### config.mk
export PLATFORM = sky130hd
export DESIGN_NAME = mem_stage_lsu_flat
export DESIGN_NICKNAME = d
export VERILOG_FILES = /design/src/rtl/mem_stage_lsu_if.sv /design/src/rtl/mem_stage_lsu.sv /design/src/flat_wrapper.sv
export SDC_FILE = /design/constraint.sdc
export NUM_CORES = 1
export LEC_CHECK = 0
export ABC_AREA = 1
export BUFFER_PORTS_ARGS = -buffer_cell sky130_fd_sc_hd__buf_4
export CAP_MARGIN = 20
export CORE_MARGIN = 5
export CORE_UTILIZATION = 40
export DETAILED_ROUTE_END_ITERATION = 16
export MAX_ROUTING_LAYER = met4
export PLACE_DENSITY = 0.69
export SYNTH_ARGS = -nofsm -noshare
export SYNTH_HDL_FRONTEND = slang
export SYNTH_SLANG_ARGS = --single-unit
### constraint.sdc
create_clock -name clk -period 1.4 [get_ports clk]
set_input_delay 0.35 -clock clk [delete_from_list [all_inputs] [get_ports clk]]
set_output_delay 0.35 -clock clk [all_outputs]
set_load 0.02 [all_outputs]
### src/rtl/mem_stage_lsu_if.sv
// Data-bus handshake between the memory-stage LSU (master) and the data memory or fabric (slave).
// Single outstanding request; the request fields stay stable until dbus_ready is seen.
interface mem_stage_lsu_if;
  logic        dbus_req;
  logic        dbus_we;
  logic [31:0] dbus_addr;
  logic [31:0] dbus_wdata;
  logic [3:0]  dbus_be;
  logic        dbus_ready;
  logic [31:0] dbus_rdata;

  modport master (
    output dbus_req, dbus_we, dbus_addr, dbus_wdata, dbus_be,
    input  dbus_ready, dbus_rdata
  );

  modport slave (
    input  dbus_req, dbus_we, dbus_addr, dbus_wdata, dbus_be,
    output dbus_ready, dbus_rdata
  );
endinterface

### src/rtl/mem_stage_lsu.sv
// Memory-stage load/store unit: issues one data-bus access per load/store, stalls the pipe
// while it is in flight, steers store lanes, extends load data and aborts hung accesses.
module mem_stage_lsu #(
  parameter int unsigned TIMEOUT_CYCLES = 255
) (
  input  logic                   clk,
  input  logic                   reset,
  input  logic                   mem_read_m,
  input  logic                   mem_write_m,
  input  logic [2:0]             funct3_m,
  input  logic [31:0]            addr_m,
  input  logic [31:0]            wd_m,
  mem_stage_lsu_if.master        dbus,
  output logic                   stall_m,
  output logic [31:0]            load_data,
  output logic                   load_valid,
  output logic                   fault,
  output logic                   bus_error
);

  typedef enum logic [1:0] {
    IDLE = 2'd0,
    REQ  = 2'd1,
    DONE = 2'd2
  } state_t;

  localparam logic [15:0] WD_LAST = 16'(TIMEOUT_CYCLES - 1);

  state_t      state_reg;
  logic [15:0] wd_cnt_reg;
  logic [2:0]  ld_f3_reg;
  logic [1:0]  ld_off_reg;

  logic        access;
  logic        illegal_size;
  logic        misaligned;
  logic        start;
  logic [3:0]  be_next;
  logic [31:0] wdata_next;
  logic [7:0]  byte_sel;
  logic [15:0] half_sel;
  logic [31:0] load_ext;

  // Access decode; only meaningful while IDLE, the later states ignore the inputs.
  always_comb begin
    access       = mem_read_m | mem_write_m;
    illegal_size = (funct3_m[1:0] == 2'b11) | (funct3_m[2] & funct3_m[1]);
    misaligned   = ((funct3_m[1:0] == 2'b01) & addr_m[0]) |
                   ((funct3_m[1:0] == 2'b10) & (addr_m[1:0] != 2'b00));
    fault        = (state_reg == IDLE) & access & (illegal_size | misaligned);
    start        = (state_reg == IDLE) & access & ~illegal_size & ~misaligned;
    stall_m      = start | (state_reg == REQ);
  end

  // Per-lane store steering; loads always enable the whole word.
  generate
    for (genvar gi = 0; gi < 4; gi++) begin : g_lane
      assign wdata_next[8*gi +: 8] =
        (funct3_m[1:0] == 2'b00) ? wd_m[7:0] :
        (funct3_m[1:0] == 2'b01) ? wd_m[8*(gi%2) +: 8] :
                                   wd_m[8*gi +: 8];
      assign be_next[gi] =
        ~mem_write_m             ? 1'b1 :
        (funct3_m[1:0] == 2'b00) ? (addr_m[1:0] == 2'(gi)) :
        (funct3_m[1:0] == 2'b01) ? (addr_m[1] == 1'(gi/2)) :
                                   1'b1;
    end
  endgenerate

  always_comb begin
    byte_sel = dbus.dbus_rdata[{ld_off_reg, 3'b000} +: 8];
    half_sel = dbus.dbus_rdata[{ld_off_reg[1], 4'b0000} +: 16];
    case (ld_f3_reg)
      3'b000:  load_ext = {{24{byte_sel[7]}}, byte_sel};
      3'b001:  load_ext = {{16{half_sel[15]}}, half_sel};
      3'b100:  load_ext = {24'd0, byte_sel};
      3'b101:  load_ext = {16'd0, half_sel};
      default: load_ext = dbus.dbus_rdata;
    endcase
  end

  always_ff @(posedge clk) begin
    if (reset) begin
      state_reg       <= IDLE;
      wd_cnt_reg      <= 16'd0;
      ld_f3_reg       <= 3'b000;
      ld_off_reg      <= 2'b00;
      dbus.dbus_req   <= 1'b0;
      dbus.dbus_we    <= 1'b0;
      dbus.dbus_addr  <= 32'd0;
      dbus.dbus_wdata <= 32'd0;
      dbus.dbus_be    <= 4'd0;
      load_data       <= 32'd0;
      load_valid      <= 1'b0;
      bus_error       <= 1'b0;
    end else begin
      // Completion pulses live for the single DONE cycle only.
      load_valid <= 1'b0;
      bus_error  <= 1'b0;
      case (state_reg)
        IDLE: begin
          if (start) begin
            dbus.dbus_req   <= 1'b1;
            dbus.dbus_we    <= mem_write_m;
            dbus.dbus_addr  <= {addr_m[31:2], 2'b00};
            dbus.dbus_be    <= be_next;
            dbus.dbus_wdata <= wdata_next;
            ld_f3_reg       <= funct3_m;
            ld_off_reg      <= addr_m[1:0];
            wd_cnt_reg      <= 16'd0;
            state_reg       <= REQ;
          end
        end
        REQ: begin
          if (dbus.dbus_ready) begin
            dbus.dbus_req <= 1'b0;
            if (!dbus.dbus_we) begin
              load_data  <= load_ext;
              load_valid <= 1'b1;
            end
            state_reg <= DONE;
          end else if (wd_cnt_reg == WD_LAST) begin
            dbus.dbus_req <= 1'b0;
            bus_error     <= 1'b1;
            load_data     <= 32'd0;
            state_reg     <= DONE;
          end else begin
            wd_cnt_reg <= wd_cnt_reg + 16'd1;
          end
        end
        DONE: begin
          state_reg <= IDLE;
        end
        default: begin
          state_reg <= IDLE;
        end
      endcase
    end
  end

endmodule

### src/flat_wrapper.sv
// flat-port wrapper written by rule: the top's interface ports become plain ports
module mem_stage_lsu_flat 
#(
  parameter int unsigned TIMEOUT_CYCLES = 255
)
  (clk, reset, mem_read_m, mem_write_m, funct3_m, addr_m, wd_m, stall_m, load_data, load_valid, fault, bus_error, dbus_dbus_req, dbus_dbus_we, dbus_dbus_addr, dbus_dbus_wdata, dbus_dbus_be, dbus_dbus_ready, dbus_dbus_rdata);
  mem_stage_lsu_if dbus_i ();
  input  logic clk;
  input  logic reset;
  input  logic mem_read_m;
  input  logic mem_write_m;
  input  logic [2:0] funct3_m;
  input  logic [31:0] addr_m;
  input  logic [31:0] wd_m;
  output logic stall_m;
  output logic [31:0] load_data;
  output logic load_valid;
  output logic fault;
  output logic bus_error;
  output wire logic [$bits(dbus_i.dbus_req)-1:0] dbus_dbus_req;
  output wire logic [$bits(dbus_i.dbus_we)-1:0] dbus_dbus_we;
  output wire logic [$bits(dbus_i.dbus_addr)-1:0] dbus_dbus_addr;
  output wire logic [$bits(dbus_i.dbus_wdata)-1:0] dbus_dbus_wdata;
  output wire logic [$bits(dbus_i.dbus_be)-1:0] dbus_dbus_be;
  input wire logic [$bits(dbus_i.dbus_ready)-1:0] dbus_dbus_ready;
  input wire logic [$bits(dbus_i.dbus_rdata)-1:0] dbus_dbus_rdata;
  assign dbus_dbus_req = dbus_i.dbus_req;
  assign dbus_dbus_we = dbus_i.dbus_we;
  assign dbus_dbus_addr = dbus_i.dbus_addr;
  assign dbus_dbus_wdata = dbus_i.dbus_wdata;
  assign dbus_dbus_be = dbus_i.dbus_be;
  assign dbus_i.dbus_ready = dbus_dbus_ready;
  assign dbus_i.dbus_rdata = dbus_dbus_rdata;
  mem_stage_lsu #(.TIMEOUT_CYCLES(TIMEOUT_CYCLES)) u_core (.clk(clk), .reset(reset), .mem_read_m(mem_read_m), .mem_write_m(mem_write_m), .funct3_m(funct3_m), .addr_m(addr_m), .wd_m(wd_m), .dbus(dbus_i), .stall_m(stall_m), .load_data(load_data), .load_valid(load_valid), .fault(fault), .bus_error(bus_error));
endmodule
Word-level counts from Yosys, hierarchy flattened. Cells that the tools add are included.

Register bits: 125. Bits of input ports: 104. Word-level logic and storage cells: 95.

$add $sub $neg: 1. Equality and inequality tests: 16. Shift operators: 2. Multiplexer cells: 33. Bitwise logic cells: 17. Reductions and logical operators: 14.

Operator list (number): 32-bit case mux with 4 select lines (1); 32-bit 2-to-1 mux (3); 16-bit 2-to-1 mux (3); 8-bit 2-to-1 mux (5); 16-bit case mux with 2 select lines (1); 32-bit by 6-bit variable part select with 16-bit output (1); 32-bit by 6-bit variable part select with 8-bit output (1); 16-bit by 1-bit adder with 16-bit output (second input constant) (1); 16-bit by 8-bit == test with 1-bit output (second input constant) (1); 1-bit 2-to-1 mux (15); 2-bit == test (second input constant) (4); 1-bit bitwise AND (7); 2-bit by 1-bit == test with 1-bit output (second input constant) (3); 3-bit == test (second input constant) (2); 2-bit zero test (3); 2-bit 2-to-1 mux (3); 2-bit != test (second input constant) (3); 3-bit AND reduction (2); 2-bit nonzero test (3); 3-bit OR reduction (2); 1-bit inverter (5); 1-bit bitwise OR (5); 2-bit case mux with 2 select lines (1); 2-bit AND reduction (2); other kinds (6) (6).

Depth between registers and ports, before layout.
Word-level depth: 7. Mapped depth: 10. Mapped depth without buffers: 10.

Worst setup path before layout. Ideal clock, no wire load.

Kind: input to output. From: input funct3_m[1]. To: output fault. Arrival: 1.241 ns. Data required time: 1.050 ns. Setup slack: -0.191 ns. Cell stages on the path: 4. Buffers on the path: 1. Path through: buf_2 nor2_4 nand2_2 a21boi_0.

Cells in the longest elaborated chain, start to end: 5.

RTL lines: from (decl) (line flat_wrapper.sv:12) `input logic [2:0] funct3_m;`; 2-bit by 1-bit == test with 1-bit output / 2-bit == test (equally long branches) (line mem_stage_lsu.sv:48, mem_stage_lsu.sv:49); 1-bit bitwise AND, on equally long branches (line mem_stage_lsu.sv:48, mem_stage_lsu.sv:49); 1-bit bitwise OR (line mem_stage_lsu.sv:48) `misaligned = ((funct3_m[1:0] == 2'b01) & addr_m[0]) |`; 1-bit bitwise OR (*) (line mem_stage_lsu.sv:50) `fault = (state_reg == IDLE) & access & (illegal_size | misaligned);`; 1-bit bitwise AND (*) (line mem_stage_lsu.sv:50); to (decl) (line flat_wrapper.sv:18) `output logic fault;`.

Mark *: on every way between the ends. The rest lies on a longest branch, timed or not.

Worst setup path after layout.
From: register u_core.state_reg[1]. To: output fault.

Cells in the longest elaborated chain, start to end: 3.

RTL lines: from (decl) (line mem_stage_lsu.sv:29) `state_t state_reg;`; from (signal assigned) (line mem_stage_lsu.sv:84) `state_reg <= IDLE;`; from (signal assigned) (line mem_stage_lsu.sv:111) `state_reg <= REQ;`; from (signal assigned) (line mem_stage_lsu.sv:121) `state_reg <= DONE;`; 2-bit zero test (line mem_stage_lsu.sv:50); 1-bit bitwise AND (2 in series) (line mem_stage_lsu.sv:50).

Every way passes these cells.

==> impl_metrics.tcl <==
set metrics [dict create \
    status "complete, but fails checks" \
    violations "negative setup slack" \
    synth_area_sq_um 5870 \
    crit_family "flip-flops" \
    routed_wirelength_mm 25.4 \
    cts_root_buf "clkbuf_16" \
    antenna_cells 0 \
    clock.fmax_mhz 557 \
    tritoncts "yes" \
    htreeDepth 4 \
    ir_worst_vdd_uv 1050 \
    finalHoldViolations 0 \
    path_cells "nor3_4 -> buf_4 -> a21boi_4 -> buf_6" \
    hold_end "u_core.state_reg[1]" \
    power.density_nw_per_um2 1090 \
    grt_pass1_vias 7459 \
    slew_viol_final 0 \
    holdWs_ns 0.141 \
    synth_area_leaders "dfxtp_1 (43%), nand2_1 (11%), nor2_1 (9.7%), a21oi_1 (7.4%), o21ai_0 (6.1%)" \
    slowest_delay_ns 0.33 \
    clk_latency_ns 0.42 \
    r2r_setup_slack_ns -0.32 \
    whs_path_depth 2 \
    cp_slowest_cell "dfxtp_2" \
    post-route-period-util_pct 128 \
    cp_num_buf_inv 2 \
    grtUsageTotal_pct 28.3 \
    p_comb_share_pct 30.2 \
    drc 0 \
    initial_core_util_pct 40.5 \
    worstMarginPinSlew_ns 0.534 \
    synth_seq_cells 125 \
    synth.distinct_cells 36 \
    fin_setup_tns_ns -26.42 \
    pwr-share-clk_pct 36.3 \
    cts.path.max_buffers 2 \
    reg_top3 "u_core.dbus.dbus_wdata x32, u_core.load_data x32, u_core.dbus.dbus_addr x30" \
    core_sq_um 14500 \
    hold_path.class "in2reg" \
    portBuffers 207 \
    leakagePower_nw 4.87 \
    dieArea_sq_um 17200 \
    r2r-end "u_core.dbus.dbus_we" \
    yosysWarnings 0 \
    critPathRequiredTime_ns 1.05 \
    internal_power_w 0.00826 \
    io_pins 210 \
    die_h_um 131 \
    rows 44 \
    syn_to_final_growth_pct 88.5 \
    crit_path_start_kind "flip-flop" \
    syn_avg_cell_area_sq_um 6.99 \
    grt-ovfl-total 0 \
    drive_gt1_share_pct 56.6 \
    postPlaceCellArea_sq_um 8300 \
    vias 7314 \
    hold_buffers 0 \
    setup_slack_ns -0.395 \
    synth_cells 840 \
    cts_buffers 17 \
    rr_startpoint "u_core.state_reg[1]" \
    via_per_inst 5.36 \
    grt_pass1_wl_mm 38.5 \
    die_w_um 131 \
    setup_violations 125 \
    fin_crit_ns 1.80 \
    final_net_count 1274 \
    finalInstanceArea_sq_um 11100 \
    synth_top_area_share_pct 42.6 \
    switching_power_w 0.00385 \
    ant_nets 0 \
    rr_worst_depth 10 \
    antenna_found_initial 0 \
    dr.pass1.iters 7 \
    critPathMaxFanout 2 \
    arrival_ns 1.45 \
    max-slew-margin-rel_pct 64.4 \
    criticalPathCategory "reg2out" \
    hp-start "reset" \
    hpwlAfterDp_mm 15.0 \
    drtIter0Drc 454 \
    grt_max_degree 39 \
    cts.sinks 125 \
    max-cap-violations 0 \
    rsz0062_at_grt "true" \
    routabilityCongestion 0.918 \
    p_sw_share_pct 31.8 \
    wire_per_inst_um 18.6 \
    critPathCaptureType "output port" \
    pwr-share-seq_pct 33.5 \
    synth_seq_area_share_pct 42.6 \
    path_clk_slew_ns 0.06 \
    fin_skew_ns 0.00742 \
    yosysTopAreaCell "dfxtp_1" \
]
[metrics by stage]
stage	total power, W	utilization (%)	cells	setup slack [ns]
after floorplan	0.00536	-	841	-0.00847
after global placement	0.00652	57.3	1283	-0.364
after detailed placement	0.00655	57.3	1283	-0.403
after CTS	0.0119	72.5	1371	-0.434
after global routing	0.0126	76.4	1365	-0.435
final	0.0121	76.4	1365	-0.395
[cell families (layout without fill, tap and decap cells)]
kind of cell	Yosys count	after routing	synth area share [%]
compound gates	187	187	17.6
xor+xnor	5	5	0.746
fa+ha+maj	2	2	0.426
buf+inv	96	436	7.63
flops	125	125	42.6
other cells	1	2	0.0639
simple gates	424	424	30.9
[cells in the final DEF (no fill, tap or decap), drive strengths merged, types with 3 or more instances in the layout]
| master | synthesis | final |
|---|---|---|
| nand4 | 3 | 3 |
| nand3 | 70 | 70 |
| xnor2 | 3 | 3 |
| o211ai | 6 | 6 |
| buf | 30 | 352 |
| o21ai | 78 | 78 |
| dfxtp | 125 | 125 |
| inv | 47 | 49 |
| nor3 | 5 | 5 |
| o211a | 12 | 12 |
| clkinvlp | 0 | 6 |
| nand2 | 174 | 174 |
| nor2 | 154 | 154 |
| clkbuf | 18 | 21 |
| clkinv | 1 | 6 |
| or2 | 17 | 17 |
| a21oi | 88 | 88 |
[power by group through the flow]
| stage | Sequential (W) | Clock, W | Combinational, W |
|---|---|---|---|
| 2_1_floorplan | 0.00435 | 0 | 0.00101 |
| 3_3_place_gp | 0.00406 | 0 | 0.00246 |
| 3_5_place_dp | 0.00407 | 0 | 0.00248 |
| 4_1_cts | 0.00401 | 0.00439 | 0.00345 |
| 5_1_grt | 0.00409 | 0.00462 | 0.00388 |
| 6_report | 0.00406 | 0.00439 | 0.00366 |
[final cells by class]
cell class / count / area [sq um]
clock buffers: 19 / 443
clock inverters: 13 / 143
fillers: 977 / 3420
inverters: 48 / 201
multi-input cells: 620 / 4140
flip-flops and latches: 125 / 2520
well taps: 184 / 230
repair buffers: 354 / 3360
repair inverters: 2 / 23.8
[Yosys cell counts, drive strengths merged]
library cell / instances
nand4: 3
clkbuf: 18
o211a: 12
nand3: 70
nor2: 154
inv: 47
nor3b: 1
xnor2: 3
clkinv: 1
dfxtp: 125
conb: 1
buf: 30
xor2: 2
nand2: 174
o211ai: 6
nor3: 5
o2111ai: 1
ha: 2
o21bai: 1
a21boi: 1
or2: 17
a21oi: 88
o21ai: 78
[repair_timing]
item                       CTS  global route
setup endpoints to repair  122           127
gates cloned                22             1
pin swaps                   49            70
resized for setup          257           202
hold endpoints to repair     0             0
setup buffers               34            11
[metal layers]
metal	vias to the layer above	routed length, um	track usage (%)
met5	-	0	-
met4	0	1180	13.5
met3	102	2060	9.29
met2	389	12600	46.3
met1	3400	9530	31.0
li1	3423	-	-
[worst max-delay path by stage]
stage / startpoint / endpoint / slack [ns] / cells after the start
finish: u_core.state_reg[1] / fault / -0.40 / 4
global route: u_core.state_reg[1] / fault / -0.43 / 4
CTS: u_core.state_reg[0] / fault / -0.43 / 4
detailed placement: addr_m[1] / u_core.dbus.dbus_be[1] / -0.40 / 8
global placement: addr_m[1] / u_core.dbus.dbus_be[0] / -0.36 / 8
floorplan: u_core.wd_cnt_reg[0] / u_core.wd_cnt_reg[10] / -0.008 / 10
Power figures use the tool's default switching activity.
